===== src/rtl/fifo_wptr_full_if.sv =====
// Write-side bundle of the async FIFO write-pointer block: producer request,
// synchronised read pointer in, RAM write controls and status out.
interface fifo_wptr_full_if #(
  parameter int ADDR_W = 4
);
  logic              w_en;
  logic [ADDR_W:0]   rptr_gray_sync;
  logic              clr_overflow;
  logic              wr_accept;
  logic [ADDR_W-1:0] waddr;
  logic [ADDR_W:0]   wptr_gray;
  logic              full;
  logic              almost_full;
  logic [ADDR_W:0]   wr_level;
  logic              overflow;

  modport master (
    output w_en, rptr_gray_sync, clr_overflow,
    input  wr_accept, waddr, wptr_gray, full, almost_full, wr_level, overflow
  );

  modport slave (
    input  w_en, rptr_gray_sync, clr_overflow,
    output wr_accept, waddr, wptr_gray, full, almost_full, wr_level, overflow
  );
endinterface


===== src/rtl/fifo_wptr_full.sv =====
// Async FIFO write-domain pointer/status: 0-cycle accept, status registered 1 edge later.
// Backpressure: writes rejected while registered full is high; overflow sticks on such attempts.
module fifo_wptr_full #(
  parameter int ADDR_W    = 4,
  parameter int AF_THRESH = (1 << ADDR_W) - 2
) (
  input  logic                Clk,
  input  logic                reset,
  fifo_wptr_full_if.slave     wif
);
  localparam int PW = ADDR_W + 1;
  localparam logic [PW-1:0] AF_LVL = PW'(AF_THRESH);

  logic [PW-1:0] wbin_q, wbin_d;
  logic [PW-1:0] wgray_q, wgray_d;
  logic [PW-1:0] level_q, level_d;
  logic          full_q, full_d;
  logic          af_q, af_d;
  logic          ovf_q, ovf_d;
  logic          accept;
  logic [PW-1:0] rbin_sync;
  logic [PW-1:0] full_cmp;

  always_comb begin
    accept    = wif.w_en & ~full_q;
    wbin_d    = wbin_q + {{ADDR_W{1'b0}}, accept};
    wgray_d   = wbin_d ^ (wbin_d >> 1);

    // Gray-to-binary as an XOR prefix running down from the MSB
    rbin_sync         = '0;
    rbin_sync[PW-1]   = wif.rptr_gray_sync[PW-1];
    for (int i = PW - 2; i >= 0; i--) begin
      rbin_sync[i] = rbin_sync[i+1] ^ wif.rptr_gray_sync[i];
    end

    full_cmp  = {~wif.rptr_gray_sync[ADDR_W:ADDR_W-1], wif.rptr_gray_sync[ADDR_W-2:0]};
    full_d    = (wgray_d == full_cmp);
    level_d   = wbin_d - rbin_sync;
    af_d      = (level_d >= AF_LVL);
    // Set takes priority over clear so an attempt in the clearing cycle is not lost
    ovf_d     = (wif.w_en & full_q) | (ovf_q & ~wif.clr_overflow);
  end

  always_ff @(posedge Clk) begin
    if (reset) begin
      wbin_q  <= '0;
      wgray_q <= '0;
      level_q <= '0;
      full_q  <= 1'b0;
      af_q    <= 1'b0;
      ovf_q   <= 1'b0;
    end else begin
      wbin_q  <= wbin_d;
      wgray_q <= wgray_d;
      level_q <= level_d;
      full_q  <= full_d;
      af_q    <= af_d;
      ovf_q   <= ovf_d;
    end
  end

  assign wif.wr_accept   = accept;
  assign wif.waddr       = wbin_q[ADDR_W-1:0];
  assign wif.wptr_gray   = wgray_q;
  assign wif.full        = full_q;
  assign wif.almost_full = af_q;
  assign wif.wr_level    = level_q;
  assign wif.overflow    = ovf_q;
endmodule


===== src/flat_wrapper.sv =====
// flat-port wrapper written by rule: the top's interface ports become plain ports
module fifo_wptr_full_flat 
#(
  parameter int ADDR_W    = 4,
  parameter int AF_THRESH = (1 << ADDR_W) - 2
)
  (Clk, reset, wif_w_en, wif_rptr_gray_sync, wif_clr_overflow, wif_wr_accept, wif_waddr, wif_wptr_gray, wif_full, wif_almost_full, wif_wr_level, wif_overflow);
  fifo_wptr_full_if #(.ADDR_W(ADDR_W)) wif_i ();
  input  logic Clk;
  input  logic reset;
  input wire logic [$bits(wif_i.w_en)-1:0] wif_w_en;
  input wire logic [$bits(wif_i.rptr_gray_sync)-1:0] wif_rptr_gray_sync;
  input wire logic [$bits(wif_i.clr_overflow)-1:0] wif_clr_overflow;
  output wire logic [$bits(wif_i.wr_accept)-1:0] wif_wr_accept;
  output wire logic [$bits(wif_i.waddr)-1:0] wif_waddr;
  output wire logic [$bits(wif_i.wptr_gray)-1:0] wif_wptr_gray;
  output wire logic [$bits(wif_i.full)-1:0] wif_full;
  output wire logic [$bits(wif_i.almost_full)-1:0] wif_almost_full;
  output wire logic [$bits(wif_i.wr_level)-1:0] wif_wr_level;
  output wire logic [$bits(wif_i.overflow)-1:0] wif_overflow;
  assign wif_i.w_en = wif_w_en;
  assign wif_i.rptr_gray_sync = wif_rptr_gray_sync;
  assign wif_i.clr_overflow = wif_clr_overflow;
  assign wif_wr_accept = wif_i.wr_accept;
  assign wif_waddr = wif_i.waddr;
  assign wif_wptr_gray = wif_i.wptr_gray;
  assign wif_full = wif_i.full;
  assign wif_almost_full = wif_i.almost_full;
  assign wif_wr_level = wif_i.wr_level;
  assign wif_overflow = wif_i.overflow;
  fifo_wptr_full #(.ADDR_W(ADDR_W), .AF_THRESH(AF_THRESH)) u_core (.Clk(Clk), .reset(reset), .wif(wif_i));
endmodule

===== config.mk =====
export PLATFORM = sky130hd
export DESIGN_NAME = fifo_wptr_full_flat
export DESIGN_NICKNAME = d
export VERILOG_FILES = /design/src/rtl/fifo_wptr_full_if.sv /design/src/rtl/fifo_wptr_full.sv /design/src/flat_wrapper.sv
export SDC_FILE = /design/constraint.sdc
export NUM_CORES = 1
export LEC_CHECK = 0
export ABC_AREA = 1
export CORE_ASPECT_RATIO = 1.4
export CORE_UTILIZATION = 43
export DETAILED_ROUTE_END_ITERATION = 7
export PLACE_DENSITY_LB_ADDON = 0.25
export RECOVER_POWER = 25
export SYNTH_ARGS = -nofsm -noshare
export SYNTH_HDL_FRONTEND = slang
export SYNTH_SLANG_ARGS = --single-unit

===== constraint.sdc =====
create_clock -name Clk -period 2.3 [get_ports Clk]
set_clock_uncertainty 0.15 [all_clocks]
set_input_delay 0.575 -clock Clk [delete_from_list [all_inputs] [get_ports Clk]]
set_output_delay 0.575 -clock Clk [all_outputs]
set_load 0.005 [all_outputs]

======== After elaboration in Yosys (flattened, before gate mapping) ========
Index checks and enable logic that the tools add are counted.
word-level totals
  output and inout port bits .............. 18
  bits in read-only memories .............. 0
  register bits after elaboration ......... 18
  bits in writable memories ............... 0
  input port bits ......................... 9
  logic and storage cells ................. 22
  memories kept ........................... 0
  bits in latches ......................... 0
cells by class
  div/mod/pow operators ................... 0
  add/subtract/negate cells ............... 2
  multiplexer cells ....................... 0
  $mul .................................... 0
  bitwise operators ....................... 12
  $lt $le $gt $ge ......................... 1
  equality and inequality tests ........... 1
  reductions and logical operators ........ 0
  shift operators ......................... 0
operators with widths
  kind                                                  count
  adder 5 x 1 -> 5 bit                                  1
  == test 5 bit                                         1
  >= comparator 5 x 4 -> 1 bit (second input constant)  1
  subtractor 5 bit                                      1
  XOR 5 x 4 -> 5 bit                                    1
  XOR 1 bit                                             4
  bitwise AND 1 bit                                     3
  NOT 1 bit                                             2
  NOT 2 bit                                             1
  OR 1 bit                                              1

======== Depth between registers and ports, before layout ========
  depth in word-level cells ............... 6
  mapped depth ............................ 15
  gate-level depth less buffers ........... 15

======== Worst setup path before layout ========
No wires, ideal clock.
  path type ............................... input to register
  from .................................... in wif_rptr_gray_sync[4]
  to ...................................... reg u_core.af_q (netlist: u_core.wif.almost_full)
  required time ........................... 2035 ps
  arrival time ............................ 2206 ps
  stages .................................. 15
  slack ................................... -170 ps
  path buffers ............................ 0
  setup time .............................. 115 ps
  path through ............................ xnor2_1 or2_4 nand2_2 nand2_1 nand3_1 nand2_1 inv_1 ha_1 fa_1 o21bai_1 a21oi_1 inv_1 nand2_1 nand3_1 nand2_1
between the ends
  longest elaborated chain between the ends .. 6
ends and longest elaborated chain
  element                           RTL line              text
  from (decl)                       flat_wrapper.sv:12    input wire logic [$bits(wif_i.rptr_gray_sync)-1:0] wif_rptr_gray_sync;
  XOR 1 bit (4 in a row)            fifo_wptr_full.sv:33  rbin_sync[i] = rbin_sync[i+1] ^ wif.rptr_gray_sync[i];
  subtractor 5 bit (*)              fifo_wptr_full.sv:38  level_d = wbin_d - rbin_sync;
  >= comparator 5 x 4 -> 1 bit (*)  fifo_wptr_full.sv:39  af_d = (level_d >= AF_LVL);
  to (signal assigned)              fifo_wptr_full.sv:50  af_q <= 1'b0;
  to (signal assigned)              fifo_wptr_full.sv:57  af_q <= af_d;
  to (decl)                         fifo_wptr_full.sv:18  logic af_q, af_d;
Mark *: on every way between the ends. The rest lies on a longest branch, timed or not.
A chain may end at the register's enable or synchronous reset.

======== Worst setup path after layout ========
Ends and elaborated chain as after synthesis.

==> results.sh <==
export IMPL_gp_congestion=0.756
export IMPL_reg2regPathDepth=11
export IMPL_multiInputGateArea_sq_um=731
export IMPL_dp_hpwl_mm=2.04
export IMPL_cts_sinks=17
export IMPL_clk_pin_slew_worst_paths_ns=0.10
export IMPL_num_io_pins=27
export IMPL_setup_ws_ns=-0.0455
export IMPL_remaining_drc_errors=0
export IMPL_crit_cells=13
export IMPL_dr_pass1_iters=4
export IMPL_report_power_total_mw=0.885
export IMPL_outcome="finished, violations left"
export IMPL_vias_per_cell=5.28
export IMPL_grt_pass1_vias=1105
export IMPL_overflow=0
export IMPL_tritoncts="built"
export IMPL_yosys_cell_types_count=23
export IMPL_ys_async_sr_fraction=0
export IMPL_synthTopCellsByArea="dfxtp_1 33%, nand2_1 14%, nand3_1 8.9%, ha_1 7.4%, inv_1 7.4%"
export IMPL_critPathLaunchType="input port"
export IMPL_wirelength_mm=3.09
export IMPL_ant_nets=0
export IMPL_nets=220
export IMPL_drive_above_1_share=0.374
export IMPL_cellPowerDensity_mw_per_mm2=527
export IMPL_synth_common_cells="38 x nand2_1, 20 x inv_1, 18 x nand3_1, 17 x dfxtp_1, 13 x nor2_1"
export IMPL_fillers=156
export IMPL_insertion_delay_ns=0.31
export IMPL_power_frac_seq=0.382
export IMPL_finalHoldViolations=0
export IMPL_clockPowerShare=0.195
export IMPL_grt_max_degree=11
export IMPL_yosys_warnings=0
export IMPL_root_buffer="clkbuf_4"
export IMPL_r2r_end="u_core.wif.almost_full$_SDFF_PP0_"
export IMPL_yosysMostFrequentCell="nand2_1"
export IMPL_h_tree_depth=1
export IMPL_insertedDiodeCount=0
export IMPL_violations="negative setup slack"
export IMPL_hold_depth=2
export IMPL_p_leak_nw=0.805
export IMPL_final_util=0.763
export IMPL_setup_viol=3
export IMPL_cp_buffers_inverters=5
export IMPL_fmax_ghz=0.426
export IMPL_seq_area_sq_um=340
export IMPL_p_comb_frac=0.423
export IMPL_initial_core_util=0.462
export IMPL_setup_tns_ns=-0.0985
export IMPL_min_period_ns=2.35
export IMPL_synth_edf_count=0
export IMPL_maxCapViolCount=0
export IMPL_crit_top_cell="buf_4"
export IMPL_p_int_mw=0.595
export IMPL_crit_path_end_kind="flop"
export IMPL_crit_path_top_delay_cell="fa_2"
export IMPL_die_height_um=59.6
export IMPL_wire_per_inst_um=13.7
export IMPL_required_ns=2.36
export IMPL_synth_net_count=162
export IMPL_p_switching_mw=0.290
export IMPL_reg2reg_from="u_core.wif.full$_SDFF_PP0_"
export IMPL_hold_path_endpoint="u_core.wif.overflow$_SDFF_PP0_"
export IMPL_path_delay_family="buffers and inverters"
export IMPL_final_cell_count_no_fill=225
export IMPL_cp_slowest_stage_delay_ns=0.39
export IMPL_rows=20
export IMPL_swShare=0.328
export IMPL_synthFlopType="dfxtp_1"
export IMPL_synth_top_area_share=0.335
export IMPL_antenna_found_initial=0
export IMPL_fp_dieW_um=43.1
export IMPL_worst_hold_slack_ns=0.323
export IMPL_hp_start="u_core.wif.overflow$_SDFF_PP0_"
export IMPL_critical_path_class="in -> reg"
export IMPL_vias=1188
export IMPL_fin_crit_sh=1.02
export IMPL_synth_seq_cells=17
export IMPL_path_max_fanout=3
export IMPL_worst_pin_slew_ns=0.345
export IMPL_regToRegSetupSlack_ns=0.15
export IMPL_synthCells=146
export IMPL_globalRouteTotalUtil=0.229
export IMPL_crit_arrival_ns=2.40
export IMPL_slew_viol_final=0
export IMPL_core_area_sq_mm=0.00220
export IMPL_worstHoldPathType="reg -> reg"
export IMPL_crit_chain="buf_8 -> xnor2_4 -> or2_4 -> nand3_4 -> buf_4 -> buf_4 -> nand2_2 -> inv_2 -> fa_2 -> buf_4 -> xor2_2 -> nand3b_1 -> nand2_1"
export IMPL_grt_pass1_wl_mm=4.44
export IMPL_synth_avg_cell_area_sq_um=6.97
export IMPL_first_iter_violations=27
export IMPL_rsz0062_at_grt="true"
export IMPL_dieArea_sq_mm=0.00257
export IMPL_cts_made_buffers=3
export IMPL_area_growth_pct=65.2
export IMPL_port_buffers=26
export IMPL_clockBufferDepth=2
export IMPL_netlist_area_sq_mm=0.00102
export IMPL_slew_headroom=0.770
export IMPL_ir_drop_v=0.000464
export IMPL_placed_cells=217
export IMPL_ys_seq_area_frac=0.335
export IMPL_yosys_area_top_type="dfxtp_1"
-- worst max path at each step --
stage	startpoint	slack, ns	endpoint
finish	wif_rptr_gray_sync[4]	-0.05	u_core.wif.almost_full$_SDFF_PP0_
detailed placement	wif_rptr_gray_sync[4]	-0.77	u_core.wif.almost_full$_SDFF_PP0_
global placement	wif_rptr_gray_sync[4]	-0.68	u_core.wif.almost_full$_SDFF_PP0_
global route	wif_rptr_gray_sync[4]	-0.13	u_core.wif.almost_full$_SDFF_PP0_
CTS	wif_rptr_gray_sync[4]	-0.02	u_core.wif.almost_full$_SDFF_PP0_
floorplan	wif_rptr_gray_sync[4]	-0.06	u_core.wif.almost_full$_SDFF_PP0_
-- repair_timing --
item | in CTS | in global routing
hold buffers | 0 | 0
hold endpoints to repair | 0 | 0
gates resized for setup | 25 | 17
pin swaps | 7 | 12
endpoints found under the setup margin | 7 | 5
buffers inserted | 2 | 2
-- cells in the final DEF, fill, tap and decap left out, types with 3 or more instances in the layout --
master	count
clkbuf_4	3
a21oi_1	5
buf_4	29
nand2_2	13
nand3_1	13
inv_1	16
nand2_4	3
inv_2	5
dfxtp_1	17
ha_4	4
clkdlybuf4s50_1	21
nor2_1	11
nand3_2	5
nand2_1	33
-- kinds of logic after synthesis --
kind of cell / synth area share
adders and majority gates: 0.0935
and+or+nand+nor: 0.395
DFF: 0.335
xor gates and xnor gates: 0.0258
AOI/OAI and AO/OA: 0.0590
buffers and inverters: 0.0922
-- cell type report --
class	count	share of cell area
Multi-Input combinational cell	106	0.435
Timing Repair Buffer	55	0.284
Sequential cell	17	0.203
Inverter	21	0.0469
Tap cell	22	0.0164
Clock buffer	4	0.0156
-- power by group through the flow --
stage / Sequential [mW] / Combinational, mW / Clock, mW
floorplan: 0.344 / 0.139 / 0
global placement: 0.341 / 0.295 / 0
detailed placement: 0.343 / 0.306 / 0
CTS: 0.338 / 0.325 / 0.170
global route: 0.341 / 0.402 / 0.186
finish: 0.338 / 0.375 / 0.173
-- per-layer routing --
metal  GRT usage  routed length (um)  vias to the layer above  part of all wire
met5           0                   0                        -                 0
met1       0.228                1200                      554              0.39
met4       0.130                 172                        0             0.056
met2       0.433                1600                       48              0.52
li1            -                   -                      569                 -
met3      0.0427                 120                       17             0.039
-- per-stage QoR --
step	area, sq um	setup slack [ns]
after floorplan	1060	-0.0645
after global placement	1520	-0.684
after detailed placement	1520	-0.773
after CTS	1600	-0.0175
after global routing	1680	-0.129
final	1680	-0.0455
-- worst register-to-register path: cells and delay by family, from the launching register on --
kind                     cells  cell delay (ns)
AO/OA/AOI/OAI                1             0.23
XOR/XNOR                     1             0.24
AND/OR/NAND/NOR              7             0.65
flip-flops                   1             0.35
adder cells (fa/ha/maj)      2             0.48
-- registers in the layout (all words and copies together), names as in the netlist --
register	count
u_core.wif.overflow	1
u_core.wif.almost_full	1
u_core.wif.wr_level	5
u_core.wif.wptr_gray	5
u_core.wbin_q	4
u_core.wif.full	1
Note: power is estimated with default switching activity, not from simulation.
